File: config.mk
export PLATFORM = sky130hd
export DESIGN_NAME = pipelined_adder_arbiter
export DESIGN_NICKNAME = d
export VERILOG_FILES = /design/src/rtl/pipelined_adder_arbiter.sv
export SDC_FILE = /design/constraint.sdc
export NUM_CORES = 1
export LEC_CHECK = 0
export ABC_AREA = 1
export ABC_CLOCK_PERIOD_IN_PS = 2650
export BUFFER_PORTS_ARGS = -buffer_cell sky130_fd_sc_hd__buf_4
export CAP_MARGIN = 20
export CORE_UTILIZATION = 47
export DETAILED_ROUTE_END_ITERATION = 16
export GPL_ROUTABILITY_DRIVEN = 0
export PLACE_DENSITY = 0.79
export SLEW_MARGIN = 20
export SYNTH_ARGS = -nofsm -noshare
export SYNTH_HDL_FRONTEND = slang
export SYNTH_SLANG_ARGS = --single-unit
File: constraint.sdc
create_clock -name clk -period 2.65 [get_ports clk]
set_clock_uncertainty 0.2 [all_clocks]
set_input_delay 0.6625 -clock clk [delete_from_list [all_inputs] [get_ports clk]]
set_output_delay 0.6625 -clock clk [all_outputs]
set_load 0.01 [all_outputs]
File: src/rtl/pipelined_adder_arbiter.sv
// Round-robin front end that shares one external, fully pipelined adder
// between NREQ requesters. Each accepted operation carries its requester
// index through a tag pipe that runs in lockstep with the adder. Results
// come back in issue order on a single response port. Response
// backpressure freezes the operand register, the tags, the pointer and the adder.
module pipelined_adder_arbiter #(
  parameter int WIDTH = 3,
  parameter int LAT   = WIDTH,
  parameter int NREQ  = 4,
  parameter int IDW   = $clog2(NREQ)
) (
  input  logic                    clk,
  input  logic                    rst,
  input  logic [NREQ-1:0]         req_valid,
  input  logic [NREQ*WIDTH-1:0]   req_a,
  input  logic [NREQ*WIDTH-1:0]   req_b,
  input  logic [NREQ-1:0]         req_c,
  output logic [NREQ-1:0]         req_ready,
  output logic                    rsp_valid,
  input  logic                    rsp_ready,
  output logic [IDW-1:0]          rsp_id,
  output logic [WIDTH-1:0]        rsp_sum,
  output logic                    rsp_carry,
  output logic                    busy,
  output logic [WIDTH-1:0]        add_a,
  output logic [WIDTH-1:0]        add_b,
  output logic                    add_c,
  output logic                    add_en,
  input  logic [WIDTH-1:0]        add_s,
  input  logic                    add_carry
);

  // Round-robin pointer and arbitration result
  logic [IDW-1:0]   ptr_q;
  logic [IDW-1:0]   ptr_d;
  logic             win_found;
  logic [IDW-1:0]   win_id;
  logic [IDW:0]     cand;
  logic             fire;

  // Operand register feeding the adder, plus the stage-0 tag that rides with it
  logic [WIDTH-1:0] op_a_q;
  logic [WIDTH-1:0] op_b_q;
  logic             op_c_q;
  logic             s0_valid_q;
  logic [IDW-1:0]   s0_id_q;

  // Tag pipe: one {valid, id} entry per adder stage
  logic [LAT-1:0]   pipe_valid_q;
  logic [LAT-1:0]   pipe_valid_d;
  logic [IDW-1:0]   pipe_id_q [LAT];
  logic [IDW-1:0]   pipe_id_d [LAT];

  genvar gi;

  // A result waiting on a stalled consumer freezes everything upstream
  assign add_en = ~(rsp_valid & ~rsp_ready);

  // Rotating priority search: first valid requester at or after ptr, wrapping
  always_comb begin
    win_found = 1'b0;
    win_id    = '0;
    cand      = '0;
    // Walk from the farthest offset down so the nearest valid one wins
    for (int off = NREQ - 1; off >= 0; off--) begin
      cand = {1'b0, ptr_q} + (IDW+1)'(off);
      if (cand >= (IDW+1)'(NREQ)) begin
        cand = cand - (IDW+1)'(NREQ);
      end
      if (req_valid[cand[IDW-1:0]]) begin
        win_found = 1'b1;
        win_id    = cand[IDW-1:0];
      end
    end
  end

  // Grants are withheld during reset and while the pipe is frozen
  assign fire  = add_en & win_found & rst;
  assign ptr_d = (win_id == IDW'(NREQ - 1)) ? '0 : win_id + IDW'(1);

  generate
    for (gi = 0; gi < NREQ; gi++) begin : g_ready
      assign req_ready[gi] = fire & (win_id == IDW'(gi));
    end
  endgenerate

  // Capture the winner's operands and tag; an idle enabled edge inserts a bubble
  always_ff @(posedge clk or negedge rst) begin
    if (!rst) begin
      ptr_q      <= '0;
      op_a_q     <= '0;
      op_b_q     <= '0;
      op_c_q     <= 1'b0;
      s0_valid_q <= 1'b0;
      s0_id_q    <= '0;
    end else if (add_en) begin
      s0_valid_q <= fire;
      if (fire) begin
        ptr_q   <= ptr_d;
        op_a_q  <= req_a[win_id*WIDTH +: WIDTH];
        op_b_q  <= req_b[win_id*WIDTH +: WIDTH];
        op_c_q  <= req_c[win_id];
        s0_id_q <= win_id;
      end
    end
  end

  // Next-state of each tag stage is simply the previous stage's contents
  generate
    for (gi = 0; gi < LAT; gi++) begin : g_tag
      if (gi == 0) begin : g_first
        assign pipe_valid_d[gi] = s0_valid_q;
        assign pipe_id_d[gi]    = s0_id_q;
      end else begin : g_rest
        assign pipe_valid_d[gi] = pipe_valid_q[gi-1];
        assign pipe_id_d[gi]    = pipe_id_q[gi-1];
      end
    end
  endgenerate

  // Advance the tag pipe only on edges where the adder advances too
  always_ff @(posedge clk or negedge rst) begin
    if (!rst) begin
      pipe_valid_q <= '0;
      for (int i = 0; i < LAT; i++) begin
        pipe_id_q[i] <= '0;
      end
    end else if (add_en) begin
      pipe_valid_q <= pipe_valid_d;
      pipe_id_q    <= pipe_id_d;
    end
  end

  assign add_a     = op_a_q;
  assign add_b     = op_b_q;
  assign add_c     = op_c_q;

  assign rsp_valid = pipe_valid_q[LAT-1];
  assign rsp_id    = pipe_id_q[LAT-1];
  // Adder output is only meaningful when the matching tag is valid
  assign rsp_sum   = rsp_valid ? add_s : '0;
  assign rsp_carry = rsp_valid & add_carry;

  assign busy      = s0_valid_q | (|pipe_valid_q);

endmodule

# ---- Word-level counts from Yosys, hierarchy flattened
# Index checks and enable logic that the tools add are counted.
dict set report totals {
  out_inout_bits 20
  in_bits 39
  regBits 21
  wordCells 71
}
dict set report classes {
  n_shift 2
  n_eq_ne 3
  reduce_logical 3
  muxes 24
  order_cmp 9
  mul 1
  n_addsub 8
  n_bitwise 11
}
# operator n
set op_table {}
lappend op_table {{12-bit by 5-bit indexed part select with 3-bit output} 2}
lappend op_table {{2-bit two-way mux} 9}
lappend op_table {{2-bit by 3-bit < comparator with 1-bit output, second input constant} 5}
lappend op_table {{1-bit binary-select mux with 2-bit select} 5}
lappend op_table {{3-bit greater-or-equal comparator, second input constant} 3}
lappend op_table {{1-bit two-way mux} 9}
lappend op_table {{1-bit bitwise AND} 8}
lappend op_table {{2-bit by 1-bit subtractor with 2-bit output, second input constant} 4}
lappend op_table {{2-bit by 2-bit adder with 3-bit output, second input constant} 2}
lappend op_table {{2-bit equality test, second input constant} 2}
lappend op_table {{2-bit by 2-bit multiplier with 4-bit output, second input constant} 1}
lappend op_table {{2-bit by 1-bit adder with 3-bit output, second input constant} 1}
lappend op_table {{2-bit by 3-bit greater-or-equal comparator with 1-bit output, second input constant} 1}
lappend op_table {{3-bit two-way mux} 1}
lappend op_table {{3-bit OR reduction} 1}
lappend op_table {{2-bit by 1-bit adder with 2-bit output, second input constant} 1}
lappend op_table {{2-bit by 1-bit equality test with 1-bit output, second input constant} 1}
lappend op_table {{2-bit zero test} 1}
lappend op_table {{1-bit NOT} 2}
lappend op_table {{2-bit AND reduction} 1}
lappend op_table {{1-bit bitwise OR} 1}

# ---- Depth between registers and ports, before layout
dict set report logic_depth {
  word_depth 12
  mapped_depth 15
  depth_no_buf 13
}

# ---- Worst setup path after synthesis
# No wires, ideal clock.
dict set report synth_path {
  path_type {in2out}
  start {in req_valid[2]}
  end {out req_ready[1]}
  path_slack_ns 0.032
  arrival_ns 1.756
  path_buffers 1
  required_ns 1.788
  cell_stages 12
  cell_sequence {nand2_1 -> nand2_2 -> nand2_2 -> nand2_2 -> nor2_1 -> nor2_2 -> nand2_4 -> nand2_4 -> buf_8 -> ha_1 -> inv_1 -> nor2_1}
}
dict set report synth_via {
  elab_chain_cells 9
  elab_cells_between_ends 20
  classes_between {eq/ne: 1; mux: 16; bitwise: 3}
}
# item line
set synth_lines {}
lappend synth_lines {{start, declared} 14} ;# input logic [NREQ-1:0] req_valid,
lappend synth_lines {{1-bit binary-select mux with 2-bit select} 70} ;# if (req_valid[cand[IDW-1:0]]) begin
lappend synth_lines {{1-bit two-way mux (not written as such)} 70}
lappend synth_lines {{1-bit two-way mux (4 in series)} 70}
lappend synth_lines {{1-bit bitwise AND (2 in series)} 78} ;# assign fire = add_en & win_found & rst;
lappend synth_lines {{1-bit bitwise AND (*)} 83} ;# assign req_ready[gi] = fire & (win_id == IDW'(gi));
lappend synth_lines {{end, declared} 18} ;# output logic [NREQ-1:0] req_ready,
# Mark *: on every way between the ends. The rest lies on a longest branch, timed or not. The select of a mux whose other input is x is not followed.

# ---- Worst setup path in the final report
dict set report layout_path {
  start {reg ptr_q[0]}
  end {out req_ready[3]}
}
dict set report layout_via {
  elab_chain_cells 12
  elab_cells_between_ends 35
  classes_between {add/sub: 7; order compare: 4; eq/ne: 1; mux: 20; bitwise: 3}
}
# item line
set layout_lines {}
lappend layout_lines {{start, declared} 34} ;# logic [IDW-1:0] ptr_q;
lappend layout_lines {{start signal, assigned} 99} ;# ptr_q <= ptr_d;
lappend layout_lines {{2-bit by 2-bit adder with 3-bit output} 66} ;# cand = {1'b0, ptr_q} + (IDW+1)'(off);
lappend layout_lines {{3-bit greater-or-equal comparator / 2-bit by 1-bit subtractor with 2-bit output (equally long branches)} {67, 68}}
lappend layout_lines {{2-bit two-way mux} 67} ;# if (cand >= (IDW+1)'(NREQ)) begin
lappend layout_lines {{1-bit binary-select mux with 2-bit select} 70}
lappend layout_lines {{1-bit two-way mux (not written as such)} 70}
lappend layout_lines {{1-bit two-way mux (4 in series)} 70}
lappend layout_lines {{1-bit bitwise AND (2 in series)} 78}
lappend layout_lines {{1-bit bitwise AND (*)} 83}
# Marks and branches as above.

==> flow_metrics.py <==
metrics = {
    "status": {
        "status": "finished, violations left",
        "violations": "negative setup slack",
    },
    "setup_path": {
        "worstPathArrival_ns": 2.09,
        "startpoint": "ptr_q[0]",
        "crit_type": "reg -> out",
        "regToRegStartpoint": "ptr_q[0]",
        "crit_path_start_kind": "flip-flop",
        "critical_path_required_ns": 1.79,
        "crit_path_end_kind": "output pin",
        "worstPathMaxFanout": 5,
    },
    "routing": {
        "drtPass1Iterations": 4,
        "ant_nets": 0,
        "wl_per_cell_um": 12.1,
        "via_count": 1554,
        "finalWirelength_um": 3750,
        "drc": 0,
        "drt_iter0_drc": 40,
        "vias_per_cell": 5.00,
    },
    "die": {
        "rows": 19,
        "start_util_pct": 49.6,
        "design.core.area_um2": 2760,
        "io_pins": 59,
        "die_x_um": 56.0,
        "die_area_um2": 3130,
        "die_h_um": 56.0,
    },
    "placement": {
        "pre_cts_ws_ns": -0.0991,
        "io_buffers": 58,
        "placed_area_um2": 1910,
        "dp_cells": 297,
        "place_hpwl_um": 2630,
    },
    "timing": {
        "slew_headroom_pct": 82.9,
        "rsz0062_at_grt": "true",
        "setup_viol": 4,
        "max_freq_mhz": 339,
        "layout_setup_ws_ns": -0.298,
        "maxSlewViolCount": 0,
        "fin_crit_sh_pct": 111,
        "tightestPinTransition_ns": 0.256,
        "finalHoldViolations": 0,
        "fin_crit_ns": 2.95,
    },
    "final_layout": {
        "regArea_um2": 528,
        "layout_common_cells": "82 x buf_4, 61 x nand2_1, 40 x nand3_1",
        "diodes": 0,
        "finalNetCount": 321,
        "n_fill_cell": 221,
        "multiInputGateArea_um2": 773,
        "final_common_cell": "buf_4",
        "area_growth_pct": 52.9,
        "stdcell_count": 311,
        "drive_above_1_share_pct": 46.1,
        "utilization_pct": 75.9,
        "design_area_um2": 2090,
    },
    "synthesis": {
        "synth_nets": 240,
        "ys_top_cells_by_area": "dfrtp_1 38%, nand2_1 20%, nand3_1 15%",
        "synthXorXnorAreaFrac_pct": 0,
        "synth_mux_area_share_pct": 0,
        "synth_seq_cells": 21,
        "synthSimpleGateAreaFrac_pct": 47.2,
        "synth-compound-area-share_pct": 2.93,
        "seq_area_frac_synth_pct": 38.4,
        "synthArstFlopShare_pct": 100,
        "synth_cell_type_count": 21,
        "ys.flop_type": "dfrtp_1",
        "syn-cell-area_um2": 1370,
        "synth_top_area_cell": "dfrtp_1",
        "synth_top_area_share_pct": 38.4,
        "synth.avg_cell_area_um2": 6.84,
        "synth-edff-count": 0,
        "syn_inst": 200,
        "yosys_warnings": 0,
        "synth_top_family_by_area": "simple AND/OR/NAND/NOR gates",
        "synth_fa_ha_area_share_pct": 0.914,
    },
    "power_and_ir_drop": {
        "combPwrFrac_pct": 72.8,
        "vdd_ir_drop_max_v": 0.000939,
        "power.net_switching_w": 0.00131,
        "seqPwrFrac_pct": 21.6,
        "power_w": 0.00273,
        "pwr-share-clk_pct": 5.6,
        "p_sw_share_pct": 48.0,
        "internal_power_w": 0.00142,
        "power.leakage_nw": 1.20,
        "p_per_area_nw_per_um2": 1300,
    },
    "cts": {
        "cts_buffers": 3,
        "cts_tree": "done",
        "clk_latency_ns": 0.31,
        "cts_htree_levels": 1,
        "cts-hold-fix-buffers": 0,
        "cts_buffer_depth": 2,
        "cts-root-buf": "clkbuf_4",
        "path_clk_slew_ns": 0.12,
        "clock_sinks": 21,
    },
    "global_routing": {
        "grt_remaining_overflow": 0,
        "grt_max_degree": 22,
        "grt_pass1_vias": 1362,
        "track_usage_pct": 23.3,
        "grt_pass1_wl_um": 5790,
        "antenna_found_initial": 0,
    },
    "flow_run": {
        "cap_violations": 0,
    },
    "worst_hold_path": {
        "hp-class": "in -> async",
    },
}
==> sequential cells by signal, indices dropped and copies added, names as in the netlist <==
register      count
pipe_id_d         4
rsp_id            2
add_a             3
add_b             3
ptr_q             2
pipe_valid_q      3
add_c             1
s0_valid_q        1
s0_id_q           2
==> synthesized netlist by cell type, types with 2 or more instances <==
cell / instances
buf_2: 4
dfrtp_1: 21
inv_1: 20
nand2_1: 73
nand2_2: 14
nand2_4: 2
nand3_1: 40
nor2_1: 5
nor3_1: 2
o21ai_0: 8
==> routing by layer <==
layer / global-route usage [%] / routed length (um) / vias to the layer above / share of wire (%)
met5: 0 / 0 / - / 0
li1: - / - / 791 / -
met4: 6.62 / 51 / 0 / 1.4
met1: 29.2 / 1560 / 687 / 41
met3: 6.05 / 313 / 6 / 8.3
met2: 39.8 / 1830 / 70 / 49
==> metrics by stage <==
step	hold WS, ns	setup TNS [ns]
detailed placement	0.257	-0.225
finish	0.0966	-1.07
global placement	0.252	-0.0454
global route	0.105	-1.55
CTS	0.106	-0.649
floorplan	0.167	0
==> kinds of logic (layout without fill, tap and decap cells) <==
family	after synthesis	in the layout
flops	21	21
fa+ha+maj	1	1
compound gates	8	8
simple gates	140	140
buf+inv	30	110
==> power by group through the flow <==
| stage | Combinational (W) | Sequential [W] | Clock [W] |
|---|---|---|---|
| after global placement | 0.00165 | 0.000591 | 0 |
| after floorplan | 0.00110 | 0.000590 | 0 |
| final | 0.00198 | 0.000588 | 0.000153 |
| after detailed placement | 0.00168 | 0.000592 | 0 |
| after CTS | 0.00171 | 0.000585 | 0.000156 |
| after global routing | 0.00220 | 0.000607 | 0.000172 |
==> repair_timing <==
| item | in CTS | in global routing |
|---|---|---|
| gates resized for setup | 2 | 30 |
| endpoints found under the setup margin | 4 | 4 |
| buffers inserted | 2 | 8 |
| pin swaps | 0 | 14 |
==> critical path, stage by stage, from the launching register on <==
cell and delay [ns]:
dfrtp_2 0.49, buf_6 0.14, nand2_1 0.10, nand2_1 0.10
nand2_2 0.11, nor3_1 0.07, nor3_2 0.23, buf_4 0.16
nand2_1 0.09, nor2_2 0.14, buf_4 0.14
==> path summary, 6_finish.rpt <==
kind	endpoint	slack, ns	cells after the start
max reg2reg	add_a[0]	0.34	15
min	rsp_id[0]	0.1	2
max in group asynchronous	add_c	1.93	2
max	req_ready[3]	-0.30	10
min in group clk	rsp_id[1]	0.26	2
min reg2reg	rsp_id[1]	0.26	2
==> final cells by class <==
type                       instances  area share [%]
clock buffer                       3            1.08
clock inverter                     1           0.239
inverter                          22            4.18
multi-input combinational        149            36.9
sequential                        21            25.2
tap                               31            1.85
timing repair buffer              84            30.5
Power figures use the tool's default switching activity.
